$ cat src/rtl/fwdmux_pkg.sv
// Shared operand-mux select types for the forwarding unit, plus the pipeline
// stage tag used to track in-flight destination registers.
package fwdmux;

    // Tag rd field is sized for the widest register address in use; narrower
    // addresses are zero-extended into it.
    localparam int unsigned TAG_RA_W = 8;

    typedef enum logic [1:0] {
        reg_out = 2'b00,
        ex_mem  = 2'b01,
        mem_wb  = 2'b10,
        wb_hold = 2'b11
    } fwdmux_sel_t;

    typedef struct packed {
        logic                valid;
        logic [TAG_RA_W-1:0] rd;
        logic                wr;
        logic                is_load;
    } stage_tag_t;

    function automatic logic is_producer(input stage_tag_t t);
        return t.valid && t.wr && (t.rd != '0);
    endfunction

endpackage

$ cat src/rtl/fwd_scoreboard_tag_stage.sv
// One pipelined destination tag register; loads on advance, or inserts a
// bubble when requested.
module fwd_tag_stage
    import fwdmux::*;
(
    input  logic       clk,
    input  logic       rst,
    input  logic       advance,
    input  logic       bubble,
    input  stage_tag_t tag_d,
    output stage_tag_t tag_q
);

    always_ff @(posedge clk) begin
        if (rst) begin
            tag_q <= '0;
        end else if (advance) begin
            tag_q <= bubble ? '0 : tag_d;
        end
    end

endmodule

$ cat src/rtl/fwd_scoreboard.sv
// Forwarding and load-use hazard unit: tracks EX/MEM/WB destination tags plus
// a one-entry retire-hold buffer and selects the operand source for EX.
module fwd_scoreboard
    import fwdmux::*;
#(
    parameter int NUM_SRC = 3,
    parameter int XLEN    = 32,
    parameter int RA_W    = 5,
    parameter bit HOLD_EN = 1'b1
) (
    input  logic                    clk,
    input  logic                    rst,
    input  logic                    id_valid,
    input  logic [NUM_SRC*RA_W-1:0] id_rs,
    input  logic [NUM_SRC-1:0]      id_rs_used,
    input  logic [RA_W-1:0]         id_rd,
    input  logic                    id_wr,
    input  logic                    id_is_load,
    input  logic                    pipe_stall,
    input  logic                    flush,
    input  logic [XLEN-1:0]         wb_data,
    output logic [2*NUM_SRC-1:0]    fwd_sel,
    output logic                    load_use_stall,
    output logic [XLEN-1:0]         hold_data
);

    logic       advance;
    logic       bubble;
    logic       lus_hit;
    stage_tag_t id_tag;
    stage_tag_t ex_tag;
    stage_tag_t mem_tag;
    stage_tag_t wb_tag;

    logic [NUM_SRC*RA_W-1:0] ex_rs;
    logic [NUM_SRC-1:0]      ex_rs_used;

    logic                hold_valid;
    logic [TAG_RA_W-1:0] hold_rd;
    logic [XLEN-1:0]     hold_q;

    assign advance = ~pipe_stall;
    assign bubble  = flush | load_use_stall;

    always_comb begin
        id_tag         = '0;
        id_tag.valid   = id_valid;
        id_tag.rd      = TAG_RA_W'(id_rd);
        id_tag.wr      = id_wr;
        id_tag.is_load = id_is_load;
    end

    always_comb begin
        lus_hit = 1'b0;
        for (int i = 0; i < NUM_SRC; i++) begin
            if (id_rs_used[i] && (TAG_RA_W'(id_rs[i*RA_W +: RA_W]) == ex_tag.rd)) begin
                lus_hit = 1'b1;
            end
        end
        load_use_stall = is_producer(ex_tag) && ex_tag.is_load && id_valid && lus_hit;
    end

    fwd_tag_stage u_ex (
        .clk     (clk),
        .rst     (rst),
        .advance (advance),
        .bubble  (bubble),
        .tag_d   (id_tag),
        .tag_q   (ex_tag)
    );

    fwd_tag_stage u_mem (
        .clk     (clk),
        .rst     (rst),
        .advance (advance),
        .bubble  (1'b0),
        .tag_d   (ex_tag),
        .tag_q   (mem_tag)
    );

    fwd_tag_stage u_wb (
        .clk     (clk),
        .rst     (rst),
        .advance (advance),
        .bubble  (1'b0),
        .tag_d   (mem_tag),
        .tag_q   (wb_tag)
    );

    // Source addresses only matter while EX holds a real instruction.
    always_ff @(posedge clk) begin
        if (rst) begin
            ex_rs      <= '0;
            ex_rs_used <= '0;
        end else if (advance) begin
            ex_rs      <= bubble ? '0 : id_rs;
            ex_rs_used <= bubble ? '0 : id_rs_used;
        end
    end

    // Holds the last retired value so a non-write-through register file
    // still sees it one cycle after WB.
    always_ff @(posedge clk) begin
        if (rst) begin
            hold_valid <= 1'b0;
            hold_rd    <= '0;
            hold_q     <= '0;
        end else if (HOLD_EN && advance && is_producer(wb_tag)) begin
            hold_valid <= 1'b1;
            hold_rd    <= wb_tag.rd;
            hold_q     <= wb_data;
        end
    end

    assign hold_data = HOLD_EN ? hold_q : '0;

    always_comb begin
        fwdmux_sel_t         sel;
        logic [TAG_RA_W-1:0] rs;
        fwd_sel = '0;
        sel     = reg_out;
        rs      = '0;
        for (int i = 0; i < NUM_SRC; i++) begin
            rs  = TAG_RA_W'(ex_rs[i*RA_W +: RA_W]);
            sel = reg_out;
            if (ex_tag.valid && ex_rs_used[i] && (rs != '0)) begin
                if (is_producer(mem_tag) && (mem_tag.rd == rs)) begin
                    sel = ex_mem;
                end else if (is_producer(wb_tag) && (wb_tag.rd == rs)) begin
                    sel = mem_wb;
                end else if (HOLD_EN && hold_valid && (hold_rd == rs)) begin
                    sel = wb_hold;
                end
            end
            fwd_sel[2*i +: 2] = sel;
        end
    end

endmodule
$ cat config.mk
export PLATFORM = sky130hd
export DESIGN_NAME = fwd_scoreboard
export DESIGN_NICKNAME = d
export VERILOG_FILES = /design/src/rtl/fwdmux_pkg.sv /design/src/rtl/fwd_scoreboard_tag_stage.sv /design/src/rtl/fwd_scoreboard.sv
export SDC_FILE = /design/constraint.sdc
export NUM_CORES = 1
export LEC_CHECK = 0
export CELL_PAD_IN_SITES_DETAIL_PLACEMENT = 0
export CELL_PAD_IN_SITES_GLOBAL_PLACEMENT = 1
export CORE_MARGIN = 3
export CORE_UTILIZATION = 34
export DETAILED_ROUTE_END_ITERATION = 8
export GPL_TIMING_DRIVEN = 0
export PLACE_DENSITY_LB_ADDON = 0.1
export SYNTH_ARGS = -nofsm -noshare
export SYNTH_HDL_FRONTEND = slang
export SYNTH_HIERARCHICAL = 1
export SYNTH_SLANG_ARGS = --single-unit
$ cat constraint.sdc
create_clock -name clk -period 1.9 [get_ports clk]
set_input_delay 0.285 -clock clk [delete_from_list [all_inputs] [get_ports clk]]
set_output_delay 0.285 -clock clk [all_outputs]
set_load 0.1 [all_outputs]
==> flow_summary.ini <==
[finish]
nNetsFinal = 678
drive_above_1_share = 0.1694
utilization = 0.5292
antenna_cells = 0
area_growth_pct = 48.07

[global_route]
grt_start_max_net_pins = 14
grt_overflow = 0
grt_pass1_vias = 3788
grt_antenna_before_repair = 0
grt_pass1_wl_mm = 18.84
grt_use_total = 0.1784

[detailed_routing]
drt-total-wl_mm = 11.71
drc = 0
drt_first_iter_violations = 202
viasPerCell = 4.933
ant_nets = 0
wl_per_cell_um = 15.34
first_pass_iters = 4
via_count = 3764

[timing]
rsz0062_at_grt = true
slew_viol_final = 0
max_freq_mhz = 422.1
setup_slack_ns = -0.4690
fin_tns_setup_ns = -2.716
post-route-period-util = 1.247
relSlewSlack = 0.3481
hold-worst-slack_ns = 0.2241
layout_min_cycle_time_ns = 2.369
setup_viol = 7
hold_viol = 0
tightest_slew_ns = 0.9817
fin_worst_skew_ns = 0.007794

[power]
p_total_mw = 4.357
power.density_nw_per_um2 = 703.0
p_leak_nw = 2.333
peakVddDrop_mv = 0.5254

[worst_hold_path]
hp-class = primary input to flip-flop
whs_path_depth = 2

[synthesis]
yosysWarnings = 6
synthCells = 483
netlist_area_sq_um = 4185
syn_area_per_cell_sq_um = 8.665

[clocking]
clk_pin_slew_ns = 0.06
clock_latency_ns = 0.35
cts_root_buffer = clkbuf_16
cts.path.max_buffers = 2
htree_levels = 3
cts_tree = done
cts_buffers = 9
clkSinkCount = 90

[worst_setup_path]
cp-start-kind = flip-flop
rrSetupSlack_ns = 0.04
r2r_end = u_ex/tag_q[4]$_SDFFE_PP0P_
crit_arrival_ns = 2.08
endpoint_kind = output port
crit_end = fwd_sel[5]
path_max_fanout = 3
cp-startpoint = u_wb/tag_q[4]$_SDFFE_PP0P_
required_ns = 1.62
r2r_cells = 7
crit_type = flip-flop to output port
worstReg2RegStart = u_ex/tag_q[2]$_SDFFE_PP0P_

[floorplanning]
die_x_um = 117.0
start_util = 0.3574
io_pins = 101
die-area_sq_um = 13680
coreArea_sq_um = 11710
die_y_um = 117.0
row_count = 39

[placement]
port_buffers = 100
dpl.hpwl_mm = 8.449
dp_slack_ns = -1.349
routabilityCongestion = 0.7492

[run]
maxCapViolCount = 0

[status]
outcome = finished with violations
violations = setup timing
## stage by stage
step,instances,cell area (sq um)
final,763,6197
after global routing,763,6197
after CTS,762,6132
after detailed placement,730,5450
after global placement,730,5450
after floorplan,487,4270
## timing repair
| item | CTS | global route |
|---|---|---|
| hold endpoints to repair | 0 | 0 |
| pin swaps | 21 | 13 |
| resized for setup | 150 | 23 |
| setup buffers | 16 | 2 |
| gates cloned | 2 | 0 |
| hold buffers | 0 | 0 |
| endpoints found under the setup margin | 56 | 75 |
## per-layer routing
layer / routed length, um / part of all wire / track usage
met5: 0 / 0 / 0
met4: 96 / 0.0082 / 0.04128
met3: 679 / 0.058 / 0.06375
met2: 5772 / 0.49 / 0.2878
met1: 5157 / 0.44 / 0.2298
## final cells by class
type / count / area (sq um)
Clock inverter: 2 / 60.06
Timing Repair Buffer: 119 / 1194
Buffer: 30 / 171.4
Clock buffer: 13 / 260.3
Multi-Input combinational cell: 364 / 2486
Tap cell: 143 / 178.9
Fill cell: 1131 / 5514
Inverter: 2 / 7.507
Sequential cell: 90 / 1839
## flip-flops by register name, summed over array words and instances, names as in the netlist
| name | count |
|---|---|
| hold_valid | 1 |
| u_ex/tag_q | 11 |
| ex_rs | 15 |
| hold_data | 32 |
| u_mem/tag_q | 10 |
| hold_rd | 8 |
| ex_rs_used | 3 |
| u_wb/tag_q | 10 |
## critical path, stage by stage, from the launching register on
cell     delay [ns]
dfxtp_4        0.34
or4_4          0.54
o211a_4        0.27
nand4_1        0.12
o31a_1         0.21
nor3_4         0.07
buf_12         0.19
## power by group
part	switching (mW)	internal, mW	total, mW	leakage [nW]
Clock	0.706	1.22	1.92	0.156
Combinational	0.191	0.266	0.457	1.44
Sequential	0.0591	1.92	1.98	0.738
Total	0.957	3.40	4.36	2.33
## worst min path at each step
stage	start	to	slack, ns
5_1_grt	id_rs[1]	ex_rs[1]$_SDFFE_PP0N_	0.23
2_1_floorplan	rst	u_ex/tag_q[0]$_SDFFE_PP0P_	0.35
3_5_place_dp	hold_data[24]$_SDFFE_PP0P_	hold_data[24]$_SDFFE_PP0P_	0.45
4_1_cts	id_rs[12]	ex_rs[12]$_SDFFE_PP0N_	0.35
3_3_place_gp	hold_data[23]$_SDFFE_PP0P_	hold_data[23]$_SDFFE_PP0P_	0.44
6_report	id_rs[1]	ex_rs[1]$_SDFFE_PP0N_	0.22
## cells in the final DEF (no fill, tap or decap), drive strengths merged, types with 11 or more instances in the layout
master / n
nor3: 11
nand2: 83
xor2: 25
nand3b: 31
dlygate4sd2: 30
clkdlybuf4s50: 59
a22o: 18
nand2b: 32
dfxtp: 90
xnor2: 35
clkbuf: 29
a21oi: 74
buf: 40
(Power assumes the default switching activity.)
